==> src/rtl/issue_scoreboard.sv <==
// issue_scoreboard: dispatches one decoded instruction per cycle to ALU/LD/MUL/DIV,
// times each unit's latency with a countdown counter, raises per-unit completion
// strobes, and tracks outstanding destination registers in a 16-bit scoreboard.
// Optional build macro SB_WB_BYPASS_EN: when defined, a register being written back
// this cycle is not treated as a data hazard, so a waiting consumer issues in the
// same cycle as the writeback instead of one cycle later.
module issue_scoreboard #(
  parameter int unsigned ALU_LAT = 1,
  parameter int unsigned LD_LAT  = 2,
  parameter int unsigned MUL_LAT = 3,
  parameter int unsigned DIV_LAT = 16,
  parameter int unsigned CNT_W   = 5
) (
  input  logic        clk,
  input  logic        rst_n,
  input  logic        in_valid,
  input  logic [1:0]  in_unit,
  input  logic [3:0]  in_Rd,
  input  logic [3:0]  in_Rn,
  input  logic [3:0]  in_Rm,
  input  logic        in_use_rn,
  input  logic        in_use_rm,
  input  logic        wb_valid,
  input  logic [3:0]  wb_Rd,
  output logic        stall,
  output logic [3:0]  issue_en,
  output logic [3:0]  exe_done,
  output logic [3:0]  unit_busy,
  output logic [15:0] pending
);

  localparam int unsigned N_UNITS = 4;
  localparam int unsigned N_REGS  = 16;

  // Latencies packed by strobe bit position: [3]=ALU, [2]=LD, [1]=MUL, [0]=DIV.
  localparam logic [N_UNITS*CNT_W-1:0] LAT_PACK = {
    CNT_W'(ALU_LAT), CNT_W'(LD_LAT), CNT_W'(MUL_LAT), CNT_W'(DIV_LAT)
  };

  logic [CNT_W-1:0]  r_cnt [N_UNITS];
  logic [N_REGS-1:0] r_pending;

  logic [N_UNITS-1:0] w_sel_oh;
  logic [N_UNITS-1:0] w_free;
  logic [N_REGS-1:0]  w_pend_eff;
  logic               w_struct;
  logic               w_raw;

  // Per-unit status derived directly from the countdown counters.
  always_comb begin
    w_free    = '0;
    exe_done  = '0;
    unit_busy = '0;
    for (int b = 0; b < int'(N_UNITS); b++) begin
      w_free[b]    = (r_cnt[b] <= CNT_W'(1));
      exe_done[b]  = (r_cnt[b] == CNT_W'(1));
      unit_busy[b] = (r_cnt[b] != '0);
    end
  end

  // Hazard detection and issue decision; a unit may accept a new op in its done cycle.
  always_comb begin
    w_sel_oh   = 4'(4'b1000 >> in_unit);
    w_pend_eff = r_pending;
`ifdef SB_WB_BYPASS_EN
    if (wb_valid) begin
      w_pend_eff = r_pending & ~(16'b1 << wb_Rd);
    end
`endif
    w_struct = |(w_sel_oh & ~w_free);
    w_raw    = w_pend_eff[in_Rd]
             | (in_use_rn & w_pend_eff[in_Rn])
             | (in_use_rm & w_pend_eff[in_Rm]);
    stall    = in_valid & (~rst_n | w_struct | w_raw);
    issue_en = (in_valid & ~stall) ? w_sel_oh : '0;
  end

  // Countdown per unit: reload on issue, otherwise decrement and saturate at zero.
  always_ff @(posedge clk) begin
    if (!rst_n) begin
      for (int b = 0; b < int'(N_UNITS); b++) begin
        r_cnt[b] <= '0;
      end
    end else begin
      for (int b = 0; b < int'(N_UNITS); b++) begin
        if (issue_en[b]) begin
          r_cnt[b] <= LAT_PACK[b*CNT_W +: CNT_W];
        end else if (r_cnt[b] != '0) begin
          r_cnt[b] <= r_cnt[b] - CNT_W'(1);
        end
      end
    end
  end

  // Scoreboard: writeback clears, issue sets; set wins when both hit the same register.
  always_ff @(posedge clk) begin
    if (!rst_n) begin
      r_pending <= '0;
    end else begin
      r_pending <= (r_pending & ~((wb_valid ? 16'b1 : 16'b0) << wb_Rd))
                 | ((|issue_en) ? (16'b1 << in_Rd) : 16'b0);
    end
  end

  assign pending = r_pending;

endmodule

==> config.mk <==
export PLATFORM = sky130hd
export DESIGN_NAME = issue_scoreboard
export DESIGN_NICKNAME = d
export VERILOG_FILES = /design/src/rtl/issue_scoreboard.sv
export SDC_FILE = /design/constraint.sdc
export NUM_CORES = 1
export LEC_CHECK = 0
export CAP_MARGIN = 20
export CORE_MARGIN = 1.5
export CORE_UTILIZATION = 47
export CTS_CLUSTER_DIAMETER = 30
export DETAILED_ROUTE_END_ITERATION = 8
export GPL_ROUTABILITY_DRIVEN = 0
export HOLD_SLACK_MARGIN = 0.15
export PLACE_DENSITY = 0.82
export SKIP_CTS_REPAIR_TIMING = 1
export SLEW_MARGIN = 15
export SYNTH_ARGS = -nofsm -noshare
export SYNTH_HDL_FRONTEND = slang
export SYNTH_SLANG_ARGS = --single-unit
==> constraint.sdc <==
create_clock -name clk -period 2.5 [get_ports clk]
set_clock_uncertainty 0.05 [all_clocks]
set_input_delay 0.25 -clock clk [delete_from_list [all_inputs] [get_ports clk]]
set_output_delay 0.25 -clock clk [all_outputs]
set_load 0.03 [all_outputs]
# Word-level counts from Yosys, hierarchy flattened
# Memories as Yosys holds them, arrays and structs flattened.
# Cells that the tools add are included.
[totals] reg_bits=16 ram_bits=20 input_bits=24 out_inout_bits=29 n_memories=1
[memory_table] memory="r_cnt" depth=4 width=5 rd=4 rd_ports_with_merged_regs=0 write_ports=4 line="40" text="logic [CNT_W-1:0] r_cnt [N_UNITS];"
[op_classes] n_addsub=4 magnitude_cmp=7 n_eq_ne=4 shifts=3 muxes=46 bitwise=23 reduce_logical=6
[ops] operator="$mux 5" n=8
[ops] operator="$mux 1" n=33
[ops] operator="$eq 5x1->1 const B" n=4
[ops] operator="$le 5x1->1 const B" n=4
[ops] operator="$reduce_bool 5->1" n=4
[ops] operator="$sub 5x1->5 const B" n=4
[ops] operator="$and 16x16->16" n=1
[ops] operator="$mux 16" n=1
[ops] operator="$not 16->16" n=1
[ops] operator="$or 16x16->16" n=1
[ops] operator="$shl 1x4->16" n=1
[ops] operator="$shl 1x4->16 const A" n=1
[ops] operator="$lt 4x5->1 const B" n=3
[ops] operator="$bmux 1 s4" n=3
[ops] operator="$or 1x1->1" n=12
[ops] operator="$reduce_or 4->1" n=2
[ops] operator="$and 1x1->1" n=4
[ops] operator="$and 4x4->4" n=1
[ops] operator="$mux 4" n=1
[ops] operator="$not 4->4" n=1
[ops] operator="$shr 4x2->4 const A" n=1
[ops] operator="$not 1->1" n=2

# Logic depth before layout (Yosys ltp)
[logic_depth] word_depth=15 ltp_mapped=9

# Least setup slack after synthesis
# OpenSTA, ideal clock, no wires.
[synth_path] kind="flip-flop to output port" startpoint="register r_pending[2], in the netlist pending[2]" endpoint="output issue_en[1]" arrival_time_ns=2.402 required_time_ns=2.200 path_slack_ns=-0.202 stages_incl_launch_ff=8 path_cell_list="dfxtp_1 > mux4_1 > nor3b_1 > a2111oi_2 > nand4_1 > nor4_4 > buf_6 > and3_1"
[synth_via] elab_chain_cells=10 word_cells_on_any_way=15
[synth_lines] item="from (decl)" line="41" text="logic [N_REGS-1:0] r_pending;"
[synth_lines] item="from (signal assigned)" line="100" text="r_pending <= (r_pending & ~((wb_valid ? 16'b1 : 16'b0) << wb_Rd))"
[synth_lines] item="$bmux 1 s4" line="72" text="| (in_use_rn & w_pend_eff[in_Rn])"
[synth_lines] item="$mux 1 (not written as such)" line="72"
[synth_lines] item="$and 1x1->1" line="72"
[synth_lines] item="$or 1x1->1" line="72"
[synth_lines] item="$or 1x1->1 *" line="73" text="| (in_use_rm & w_pend_eff[in_Rm]);"
[synth_lines] item="$or 1x1->1 *" line="74" text="stall = in_valid & (~rst_n | w_struct | w_raw);"
[synth_lines] item="$and 1x1->1 *" line="74"
[synth_lines] item="$not 1->1 *" line="75" text="issue_en = (in_valid & ~stall) ? w_sel_oh : '0;"
[synth_lines] item="$and 1x1->1 *" line="75"
[synth_lines] item="$mux 4 *" line="75"
[synth_lines] item="to (decl)" line="26" text="output logic [3:0] issue_en,"
# Every way passes the cells marked *; elsewhere a longest branch is shown, timed or not. The select of a mux whose other input is x is not followed.

# Worst setup path in the final report
# Same ends and word-level chain as after synthesis.

==> results_dict.tcl <==
set metrics [dict create \
    grt_pass1_wl_um 12400 \
    whs_path_depth 4 \
    cts_root_buf "clkbuf_8" \
    cap_violations 0 \
    dieHeight_um 78.3 \
    setup_viol 42 \
    path_class "reg -> out" \
    clock_sinks 36 \
    drcViolationCount 0 \
    boundaryPins 53 \
    post-place-ws_ns -0.812 \
    cp_max_fo 5 \
    period_share_pct 112 \
    htree_num_levels 2 \
    pwr-share-comb_pct 57.2 \
    grt-ovfl-total 0 \
    syn_avg_cell_area_um2 9.15 \
    max-slew-margin-rel_pct 65.4 \
    hold_ws_ns 0.437 \
    ant_nets 0 \
    cts_made_buffers 5 \
    dieWidth_um 78.3 \
    multi_input_area_um2 1740 \
    syn_area_um2 2660 \
    p_per_area_nw_per_um2 773 \
    p_sw_mw 1.25 \
    area_growth_pct 50.5 \
    seqCellArea_um2 938 \
    clk_pin_slew_ns 0.07 \
    vdd_drop_max_mv 0.464 \
    drt-initial-drc-count 265 \
    synth_cell_types 46 \
    rows 27 \
    swShare_pct 40.3 \
    p_leak_nw 1.63 \
    rr_worst_depth 12 \
    p_seq_share_pct 29.8 \
    rsz0062_at_grt "true" \
    grt_pass1_vias 2635 \
    layout_min_cycle_time_ns 2.81 \
    diodes 0 \
    status "finished with violations" \
    antenna_found_initial 0 \
    cts_tree "built" \
    crit_required_ns 2.20 \
    cts.path.max_buffers 2 \
    synth_cells 291 \
    slew_viol_final 0 \
    ys_seq_area_share_pct 34.6 \
    fin_nets 445 \
    clkPwrFrac_pct 13.0 \
    cp-start-kind "register" \
    design_area_um2 4010 \
    final-hold-violation-count 0 \
    die-area_um2 6130 \
    grt_use_total_pct 26.1 \
    ys.flop_type "edfxtp_1" \
    p_int_mw 1.85 \
    dp_hpwl_um 6030 \
    dpl-instance-area_um2 3700 \
    synth_fp_nets 327 \
    hold_class "in -> reg" \
    async_flop_share_pct 0 \
    setup_tns_ns -5.28 \
    numPortBuffers 52 \
    wirelength_um 8050 \
    critPathArrivalTime_ns 2.51 \
    vias 2781 \
    wl_per_cell_um 16.7 \
    synth_edf_count 20 \
    drtPass1Iterations 5 \
    violations "setup timing" \
    via_per_inst 5.77 \
    yosys_warnings 0 \
    fin_ws_ns -0.307 \
    fmax_mhz 356 \
    clk_latency_ns 0.29 \
    cp-end-kind "primary output" \
    num-fill-cells 397 \
    core-area_um2 5470 \
    worst_slew_pin_slew_ns 0.516 \
    drive_gt1_share_pct 32.2 \
    initial_utilization_pct 48.7 \
    grt_max_degree 33 \
    ys_ff_latch 36 \
]
==> cell usage in the layout (no fill, tap or decap), types with 4 or more instances in the layout <==
| master | count |
|---|---|
| dfxtp_1 | 8 |
| buf_6 | 12 |
| nand2_1 | 32 |
| a21oi_1 | 4 |
| o311ai_0 | 4 |
| edfxtp_1 | 20 |
| and2_1 | 9 |
| inv_1 | 10 |
| o21ai_1 | 10 |
| nand3_1 | 17 |
| nor2_1 | 15 |
| buf_4 | 67 |
| dfxtp_2 | 5 |
| nor3_1 | 10 |
| o21ai_0 | 14 |
| nand3b_1 | 6 |
| o211ai_1 | 13 |
| clkdlybuf4s50_1 | 44 |
| nor2b_1 | 6 |
| a21oi_2 | 11 |
| xor2_1 | 8 |
| clkbuf_8 | 5 |
| mux2i_1 | 6 |
| ha_1 | 12 |
| mux4_2 | 9 |
==> state kept, by name, summed over array words and instances, names as in the netlist <==
register and count:
pending 16, r_cnt 20
==> through the flow <==
step           total power [mW]  util [%]  cells
6_report                   3.10      73.2    482
3_3_place_gp               2.46      67.6    465
4_1_cts                    2.94      69.1    473
3_5_place_dp               2.53      67.6    465
2_1_floorplan              1.88         -    291
5_1_grt                    3.31      73.2    482
==> synthesized netlist by cell type, types with 2 or more instances <==
library cell,n,area [um2]
a21o_1,4,30.0
a21oi_1,15,75.1
a311oi_1,3,26.3
a31o_2,3,26.3
and2_1,12,75.1
and3_1,4,25.0
buf_1,4,15.0
buf_6,3,33.8
clkbuf_1,7,26.3
dfxtp_1,16,320
edfxtp_1,20,601
ha_1,12,150
inv_1,10,37.5
mux2i_1,6,60.1
mux4_1,2,52.6
mux4_2,7,158
nand2_1,32,120
nand2b_1,3,18.8
nand3_1,17,85.1
nand3b_1,6,45.0
nand4_1,3,18.8
nor2_1,15,56.3
nor2b_1,6,37.5
nor3_1,10,50.1
nor3b_1,2,15.0
o211ai_1,13,97.6
o21ai_0,14,70.1
o21ai_1,10,50.1
o22ai_1,2,12.5
o311ai_0,4,35.0
or3b_2,2,17.5
xnor2_1,3,26.3
xor2_1,8,70.1
==> power groups by stage <==
stage / Sequential (mW) / Clock (mW) / Combinational (mW)
6_report: 0.923 / 0.402 / 1.77
3_3_place_gp: 0.923 / 0 / 1.53
5_1_grt: 0.946 / 0.429 / 1.94
3_5_place_dp: 0.930 / 0 / 1.60
4_1_cts: 0.917 / 0.411 / 1.61
2_1_floorplan: 0.943 / 0 / 0.939
==> path summary, 6_finish.rpt <==
kind	from	end	slack, ns
worst max register to register	pending[2]	r_cnt[1][3]	-0.20
worst min-delay path	in_Rd[1]	pending[14]	0.44
worst min register to register	pending[13]	pending[13]	0.58
worst max-delay path	pending[2]	issue_en[1]	-0.31
==> critical path: stages (launching register included) <==
cell	delay, ns
dfxtp_4	0.35
buf_4	0.15
mux4_2	0.44
mux2_4	0.27
nand3b_1	0.09
nand4_1	0.10
buf_4	0.16
nor4_4	0.17
buf_6	0.16
and3_4	0.18
buf_6	0.12
==> area by class of cell <==
cell class | count | share of cell area [%]
clock buffer | 6 | 1.81
clock inverter | 2 | 0.281
inverter | 10 | 0.937
multi-input combinational | 229 | 43.3
sequential | 36 | 23.4
tap | 72 | 2.25
timing repair buffer | 127 | 28.0
==> cells by family after synthesis <==
| group | after synthesis | share of synthesized area [%] |
|---|---|---|
| multiplexers | 16 | 10.6 |
| buffers and inverters | 26 | 4.70 |
| XOR/XNOR | 11 | 3.62 |
| AO/OA/AOI/OAI | 73 | 17.6 |
| flip-flops | 36 | 34.6 |
| AND/OR/NAND/NOR | 117 | 23.3 |
| adder cells (fa/ha/maj) | 12 | 5.64 |
==> metal layers <==
| layer | part of all wire, % | up-vias | track usage (%) |
|---|---|---|---|
| li1 | - | 1315 | - |
| met1 | 38 | 1270 | 29.8 |
| met2 | 51 | 170 | 46.4 |
| met3 | 7.8 | 26 | 4.53 |
| met4 | 3.9 | 0 | 13.6 |
| met5 | 0 | - | 0 |
Note: power is estimated with default switching activity, not from simulation.
